==> config.mk <==
export PLATFORM = sky130hd
export DESIGN_NAME = data_mem_responder
export DESIGN_NICKNAME = d
export VERILOG_FILES = /design/src/rtl/core_pkg.sv /design/src/rtl/byte_en_ram.sv /design/src/rtl/data_mem_responder.sv
export SDC_FILE = /design/constraint.sdc
export NUM_CORES = 2
export LEC_CHECK = 0
export CORE_MARGIN = 1
export CORE_UTILIZATION = 40
export CTS_CLUSTER_DIAMETER = 120
export DETAILED_ROUTE_END_ITERATION = 8
export GPL_TIMING_DRIVEN = 0
export MAX_ROUTING_LAYER = met4
export PLACE_DENSITY = 0.62
export SYNTH_ARGS = -nofsm -noshare
export SYNTH_HDL_FRONTEND = slang
export SYNTH_SLANG_ARGS = --single-unit
==> constraint.sdc <==
create_clock -name clk_i -period 2.7 [get_ports clk_i]
set_clock_uncertainty 0.05 [all_clocks]
set_input_delay 0.675 -clock clk_i [delete_from_list [all_inputs] [get_ports clk_i]]
set_output_delay 0.675 -clock clk_i [all_outputs]
set_load 0.03 [all_outputs]
==> src/rtl/core_pkg.sv <==
// Shared core types for the load/store memory path.
// Holds the responder FSM states, the request bundle and lane count.
package core_pkg;

    localparam int CORE_DATA_WIDTH = 32;
    localparam int CORE_ADDR_WIDTH = 7;
    localparam int CORE_NUM_LANES  = CORE_DATA_WIDTH / 8;

    typedef enum logic [1:0] {
        IDLE,
        WAIT,
        RESP
    } mem_rsp_state_t;

    typedef struct packed {
        logic                       write;
        logic [CORE_ADDR_WIDTH-1:0] addr;
        logic [CORE_DATA_WIDTH-1:0] wdata;
        logic [CORE_NUM_LANES-1:0]  wstrb;
    } mem_req_t;

endpackage

==> src/rtl/byte_en_ram.sv <==
// Synchronous word array with per-byte-lane write enables.
// Ports: we_i/waddr_i/wdata_i write side; re_i/raddr_i -> registered rdata_o.
// The read register only updates when re_i is set, so data holds afterwards.
// Reset clears every word and the read register.
module byte_en_ram #(
    parameter int DATA_WIDTH = 32,
    parameter int IDX_W      = 5
) (
    input  logic                    clk_i,
    input  logic                    reset_i,
    input  logic [DATA_WIDTH/8-1:0] we_i,
    input  logic [IDX_W-1:0]        waddr_i,
    input  logic [DATA_WIDTH-1:0]   wdata_i,
    input  logic                    re_i,
    input  logic [IDX_W-1:0]        raddr_i,
    output logic [DATA_WIDTH-1:0]   rdata_o
);

    localparam int LANES = DATA_WIDTH / 8;
    localparam int DEPTH = 2 ** IDX_W;

    logic [DATA_WIDTH-1:0] mem_q [DEPTH];
    logic [DATA_WIDTH-1:0] rdata_q;
    logic [DATA_WIDTH-1:0] rdata_d;

    always_comb begin
        rdata_d = rdata_q;
        if (re_i) begin
            rdata_d = mem_q[raddr_i];
        end
    end

    always_ff @(posedge clk_i) begin
        if (reset_i) begin
            for (int i = 0; i < DEPTH; i++) begin
                mem_q[i] <= '0;
            end
            rdata_q <= '0;
        end else begin
            for (int l = 0; l < LANES; l++) begin
                if (we_i[l]) begin
                    mem_q[waddr_i][l*8 +: 8] <= wdata_i[l*8 +: 8];
                end
            end
            rdata_q <= rdata_d;
        end
    end

    assign rdata_o = rdata_q;

endmodule

==> src/rtl/data_mem_responder.sv <==
// Load/store memory responder: one outstanding request, WAIT_STATES extra
// cycles of latency, error response on misaligned addresses.
// Ports: req_* request handshake in, rsp_* response handshake out.
module data_mem_responder
    import core_pkg::*;
#(
    parameter int DATA_WIDTH  = CORE_DATA_WIDTH,
    parameter int ADDR_WIDTH  = CORE_ADDR_WIDTH,
    parameter int WAIT_STATES = 2
) (
    input  logic                    clk_i,
    input  logic                    reset_i,
    input  logic                    req_valid_i,
    output logic                    req_ready_o,
    input  logic                    req_write_i,
    input  logic [ADDR_WIDTH-1:0]   req_addr_i,
    input  logic [DATA_WIDTH-1:0]   req_wdata_i,
    input  logic [DATA_WIDTH/8-1:0] req_wstrb_i,
    output logic                    rsp_valid_o,
    input  logic                    rsp_ready_i,
    output logic [DATA_WIDTH-1:0]   rsp_rdata_o,
    output logic                    rsp_err_o
);

    localparam int LANES = DATA_WIDTH / 8;
    localparam int OFF_W = $clog2(LANES);
    localparam int IDX_W = ADDR_WIDTH - OFF_W;
    localparam logic [3:0] LAST = 4'(WAIT_STATES - 1);

    mem_rsp_state_t state_q, state_d;
    logic [3:0]     cnt_q, cnt_d;
    mem_req_t       req_q, req_d;
    logic           err_q, err_d;

    // Transaction being committed: straight from the inputs when the
    // commit happens in the accept cycle, otherwise the latched copy.
    mem_req_t         txn;
    logic             commit;
    logic             misaligned;
    logic [LANES-1:0] ram_we;
    logic             ram_re;
    logic [DATA_WIDTH-1:0] ram_rdata;

    always_comb begin
        state_d     = state_q;
        cnt_d       = cnt_q;
        req_d       = req_q;
        err_d       = err_q;
        req_ready_o = 1'b0;
        commit      = 1'b0;
        txn         = req_q;
        unique case (state_q)
            IDLE: begin
                req_ready_o = 1'b1;
                txn = '{write: req_write_i, addr: req_addr_i,
                        wdata: req_wdata_i, wstrb: req_wstrb_i};
                if (req_valid_i) begin
                    req_d = txn;
                    cnt_d = '0;
                    if (WAIT_STATES == 0) begin
                        state_d = RESP;
                        commit  = 1'b1;
                    end else begin
                        state_d = WAIT;
                    end
                end
            end
            WAIT: begin
                if (cnt_q == LAST) begin
                    state_d = RESP;
                    commit  = 1'b1;
                end else begin
                    cnt_d = cnt_q + 4'd1;
                end
            end
            RESP: begin
                if (rsp_ready_i) begin
                    state_d = IDLE;
                    err_d   = 1'b0;
                end
            end
            default: state_d = IDLE;
        endcase

        misaligned = |txn.addr[OFF_W-1:0];
        if (commit) begin
            err_d = misaligned;
        end
        ram_we = '0;
        if (commit && txn.write && !misaligned) begin
            ram_we = txn.wstrb;
        end
        ram_re = commit && !txn.write && !misaligned;
    end

    always_ff @(posedge clk_i) begin
        if (reset_i) begin
            state_q <= IDLE;
            cnt_q   <= '0;
            req_q   <= '0;
            err_q   <= 1'b0;
        end else begin
            state_q <= state_d;
            cnt_q   <= cnt_d;
            req_q   <= req_d;
            err_q   <= err_d;
        end
    end

    byte_en_ram #(
        .DATA_WIDTH(DATA_WIDTH),
        .IDX_W     (IDX_W)
    ) u_ram (
        .clk_i  (clk_i),
        .reset_i(reset_i),
        .we_i   (ram_we),
        .waddr_i(txn.addr[ADDR_WIDTH-1:OFF_W]),
        .wdata_i(txn.wdata),
        .re_i   (ram_re),
        .raddr_i(txn.addr[ADDR_WIDTH-1:OFF_W]),
        .rdata_o(ram_rdata)
    );

    // Read data is only shown for a good load while the response is up.
    assign rsp_valid_o = (state_q == RESP);
    assign rsp_err_o   = err_q;
    assign rsp_rdata_o = (rsp_valid_o && !req_q.write && !err_q)
                         ? ram_rdata : '0;

endmodule

# Word level (Yosys, flattened, before mapping)
# Memory sizes are Yosys's and may differ from the RTL's. A register that Yosys moved wholly into a read port is not among the register bits.
# Index checks and enable logic that the tools add are counted.
totals:
  reg_bits: 51
  out_inout_bits: 35
  ram_bits: 1024
  n_memories: 1
classes:
  reduce_logical: 20
  add_sub_neg: 1
  muxes: 33
  eq_ne: 7
memory_table:
  columns: ["name", "depth", "word_bits", "rd", "rd_clocked_by_memory_dff", "wr", "line_no", "source"]
  rows:
  - ["u_ram.mem_q", 32, 32, 1, 1, 32, "byte_en_ram.sv:22", "logic [DATA_WIDTH-1:0] mem_q [DEPTH];"]
ops:
  columns: ["operator", "n"]
  rows:
  - ["32-bit two-way mux", 2]
  - ["44-bit two-way mux", 1]
  - ["32-bit OR reduction", 1]
  - ["1-bit two-way mux", 20]
  - ["4-bit two-way mux", 4]
  - ["4-bit one-hot mux with 2 select lines", 1]
  - ["1-bit logical AND", 6]
  - ["2-bit two-way mux", 3]
  - ["2-bit != test (second input constant)", 3]
  - ["2-bit one-hot mux with 3 select lines", 1]
  - ["3-bit AND reduction", 2]
  - ["2-bit nonzero test", 3]
  - ["5-bit two-way mux", 1]
  - ["4-bit by 1-bit adder with 4-bit output (second input constant)", 1]
  - ["4-bit by 1-bit equality test with 1-bit output (second input constant)", 1]
  - ["1-bit logical NOT", 4]
  - ["2-bit AND reduction", 2]
  - ["2-bit by 1-bit equality test with 1-bit output (second input constant)", 1]
  - ["2-bit equality test (second input constant)", 1]
  - ["2-bit logical NOT", 1]
  - ["2-bit by 1-bit != test with 1-bit output (second input constant)", 1]
  - ["2-bit OR reduction", 1]

# Depth between registers and ports, before layout
logic_depth:
  word_depth: 11
  ltp_mapped: 10
  depth_no_buf: 8

# Modules after synthesis
# Synthesis repeated with hierarchy kept, for this count alone.
hier_totals:
  cells_unflattened: 3973
  hier_area_um2: 51595.7
by_module_without_submodules:
  columns: ["mod", "area_each_um2", "n_inst", "cells_per_inst"]
  rows:
  - ["byte_en_ram", 48913.2, 1, 3647]
  - ["data_mem_responder", 2682.6, 1, 326]

# Worst setup path after synthesis
# Ideal clock, no wire load.
synth_path:
  kind: "input -> register"
  from: "input port req_addr_i[3]"
  to: "memory u_ram.mem_q[5][0], enable pin"
  setup_ns: 0.334
  arrival_ns: 2.468
  path_stages: 7
  slack_ns: -0.153
  path_cell_list: "or4b_1 -> o21ai_2 -> buf_2 -> buf_2 -> buf_2 -> nand3_1 -> nand2b_1"
synth_lines:
  columns: ["item", "line_no", "source"]
  rows:
  - ["start: declaration", "data_mem_responder.sv:16", "input logic [ADDR_WIDTH-1:0] req_addr_i,"]
  - ["end: declaration", "byte_en_ram.sv:22", null]

# Final worst setup path
layout_path:
  from: "register state_q[1]"
  to: "output port rsp_rdata_o[26]"
layout_via:
  elab_chain_len: 4
layout_lines:
  columns: ["item", "line_no", "source"]
  rows:
  - ["start: declaration", "data_mem_responder.sv:30", "mem_rsp_state_t state_q, state_d;"]
  - ["start signal: assignment", "data_mem_responder.sv:103", "state_q <= state_d;"]
  - ["2-bit equality test", "data_mem_responder.sv:125", "assign rsp_valid_o = (state_q == RESP);"]
  - ["1-bit logical AND (2 in series)", "data_mem_responder.sv:127", "assign rsp_rdata_o = (rsp_valid_o && !req_q.write && !err_q)"]
  - ["32-bit two-way mux", "data_mem_responder.sv:128", "? ram_rdata : '0;"]
  - ["end: declaration", "data_mem_responder.sv:21", "output logic [DATA_WIDTH-1:0] rsp_rdata_o,"]
# Every way passes these cells.

==> flow_summary.json <==
{
  "clock_latency_ns": 0.76,
  "slew_violations": 11,
  "async_reset_ff_share_pct": 0,
  "synth.area.top_cells": "edfxtp_1, nor2_1, a221oi_1",
  "grt_max_degree": 16,
  "ant_nets": 0,
  "die_h_um": 343,
  "fin_crit_ns": 3.13,
  "required_ns": 1.98,
  "synth-main-ff-cell": "edfxtp_1",
  "status": "finished, violations left",
  "cts_buffer_depth": 3,
  "gr-total-overflow": 0,
  "area_growth_pct": 38.6,
  "power_density_nw_per_um2": 683,
  "cp_max_fo": 7,
  "yosysSeqAreaShare_pct": 69.7,
  "crit_type": "reg -> out",
  "violations": "DRC, capacitance limit, slew limit, setup timing",
  "grt_pass1_wl_um": 275000,
  "crit-reg2reg-launch": "state_q[0]",
  "path_clk_slew_ns": 0.06,
  "num_vias": 39800,
  "hold_depth": 3,
  "power.share.sequential_pct": 44.3,
  "switching_share_pct": 28.6,
  "grt_antenna_before_repair": 11,
  "worstMarginPinSlew_ns": 1.57,
  "grt_pass1_vias": 34700,
  "holdBufCountCts": 0,
  "final_cell_mix": "nor2_1, edfxtp_1, buf_4",
  "die_width_um": 343,
  "crit_family": "buffers and inverters",
  "hp-class": "in -> reg",
  "syn_inst": 3774,
  "cts_root_buf": "clkbuf_16",
  "core_area_sq_um": 115000,
  "start_util_pct": 40.5,
  "yosysUniqueCellTypes": 48,
  "worstHoldStart": "req_addr_i[3]",
  "fmax_mhz": 319,
  "synth_edf_count": 1024,
  "hold_viol": 0,
  "maxCapViolCount": 1,
  "leakagePower_nw": 23.7,
  "relSlewSlack_pct": -4.48,
  "crit_cells": 7,
  "startpoint_type": "register",
  "fillers": 8855,
  "num-nets-final": 4364,
  "final.period_utilization_pct": 116,
  "syn_avg_cell_area_sq_um": 12.3,
  "end_kind": "primary output",
  "wl_um": 221000,
  "synth_nets": 3824,
  "synth-seq-cells": 1107,
  "regToRegSetupSlack_ns": -0.36,
  "ios": 83,
  "path_buf_inv": 4,
  "die_area_sq_um": 118000,
  "pwr-share-clk_pct": 38.2,
  "ys_warn_count": 0,
  "fin_ws_ns": -0.434,
  "drive_above_1_share_pct": 33.7,
  "cp_slowest_cell": "dfxtp_4",
  "synth_top_area_share_pct": 66.1,
  "track_usage_pct": 35.2,
  "rows": 124,
  "reg2reg_depth": 12,
  "arrival_ns": 2.41,
  "tns_ns": -165.98,
  "dp_hpwl_um": 135000,
  "drc_errors": 9,
  "netlist_area_sq_um": 46500,
  "whs_endpoint": "req_q[39]",
  "via_per_inst": 6.69,
  "rsz0062_at_grt": "true",
  "wl_per_cell_um": 37.2,
  "cts_tree": "done",
  "gp_congestion": 1.02,
  "layout_commonest_cell": "nor2_1",
  "vdd_drop_max_v": 0.000536,
  "rr_endpoint": "u_ram.rdata_o[2]",
  "ctsHtreeMaxLevel": 3,
  "setup_violations": 1395,
  "crit_chain": "buf_8, nor2b_4, nor3b_4, buf_12, clkbuf_16, and2_4, buf_6",
  "whs_ns": 0.278,
  "firstDrtPassIters": 9,
  "synth_largest_area_cell": "edfxtp_1",
  "drtIter0Drc": 7597,
  "comb_power_share_pct": 17.5,
  "cts_sinks": 1107,
  "p_switching_w": 0.0126,
  "cts-buffers-inserted": 116,
  "portBuffers": 82,
  "crit_path_max_incr_delay_ns": 0.38,
  "p_int_w": 0.0315
}
[layer usage]
layer / vias to the layer above / global-route usage (%) / wire length [um] / share of wire [%]
li1: 15200 / - / - / -
met1: 19500 / 43.0 / 73600 / 33
met2: 3944 / 49.6 / 90300 / 41
met3: 1098 / 11.6 / 36000 / 16
met4: 0 / 23.2 / 21300 / 9.6
met5: - / - / 0 / 0
[worst register-to-register path, delay by kind of cell, from the launching register on]
family,cells,cell delay (ns)
buffers and inverters,6,0.98
flip-flops,1,0.36
AO/OA/AOI/OAI,4,1.01
AND/OR/NAND/NOR,2,0.56
[how the worst max path moves through the flow]
stage	from	to	slack [ns]
CTS	state_q[1]	rsp_rdata_o[26]	-0.34
finish	state_q[1]	rsp_rdata_o[26]	-0.43
global route	state_q[1]	rsp_rdata_o[26]	-0.42
floorplan	req_addr_i[3]	u_ram.mem_q[5][10]	-0.07
detailed placement	req_addr_i[2]	u_ram.mem_q[7][31]	-3.09
global placement	req_addr_i[2]	u_ram.mem_q[7][31]	-3.10
[registers in the layout, indices dropped and copies added (netlist names)]
name,count
state_q,2
cnt_q,4
req_q,44
rsp_err_o,1
u_ram.rdata_o,32
u_ram.mem_q,1024
[cells by family (layout without fill, tap and decap cells)]
group                    Yosys count  in the layout  synth area share [%]
AND/OR/NAND/NOR                 1565           1566                  13.9
flip-flops                      1107           1107                  69.7
AO/OA/AOI/OAI                    761            762                  12.7
buffers and inverters            299            939                  2.82
multiplexers                      38             38                 0.831
adder cells (fa/ha/maj)            2              2                0.0538
XOR/XNOR                           2              2                0.0377
other                              0             18                     0
[power by group through the flow]
stage          Clock (W)  Combinational (W)  Sequential, W
6_report          0.0168            0.00773         0.0195
5_1_grt           0.0172            0.00753         0.0195
4_1_cts           0.0165            0.00580         0.0195
3_5_place_dp           0            0.00485         0.0198
3_3_place_gp           0            0.00482         0.0198
2_1_floorplan          0            0.00231         0.0197
[synth_stat cells (3+ instances only)]
master / instances
nor2_1: 1092
edfxtp_1: 1024
nand2_1: 235
clkbuf_1: 194
a221oi_1: 191
a22o_1: 191
nand2b_1: 134
a22oi_1: 130
o22ai_1: 95
dfxtp_1: 83
a21oi_1: 80
buf_2: 79
mux2i_1: 35
and2_1: 33
a311oi_1: 31
nor4_1: 31
a21o_1: 22
nand3_1: 17
buf_4: 12
buf_1: 7
o21ai_0: 7
buf_6: 6
nor3_1: 5
a21oi_2: 4
nor3b_1: 4
nand3b_1: 3
[final cells by class]
type                            instances  area, sq um  share of cell area, %
Sequential cell                      1107        32400                   50.3
Multi-Input combinational cell       2370        18000                   27.9
Timing Repair Buffer                  425         5070                   7.87
Clock buffer                          148         3190                   4.94
Buffer                                293         3130                   4.85
Tap cell                             1512         1890                   2.93
Clock inverter                         72          733                   1.14
Antenna cell                           18         45.0                 0.0699
Inverter                                1         3.75                0.00582
[metrics by stage]
step           instances  cell area [sq um]  total power (W)  util [%]  worst slack [ns]
5_1_grt             5939              64500           0.0443      56.1            -0.425
4_1_cts             5690              58000           0.0418      50.5            -0.343
6_report            5946              64500           0.0441      56.2            -0.434
3_3_place_gp        5368              49300           0.0246      43.0             -3.10
3_5_place_dp        5370              49400           0.0247      43.0             -3.09
2_1_floorplan       3774              46600           0.0220         -           -0.0719
[timing repair]
item,CTS,global route
setup endpoints to repair,2160,1728
hold endpoints to repair,0,0
pin swaps,38,157
setup buffers,97,217
gates cloned,5,26
gates resized for setup,1241,812
No activity file was read; power rests on OpenSTA's default activity.
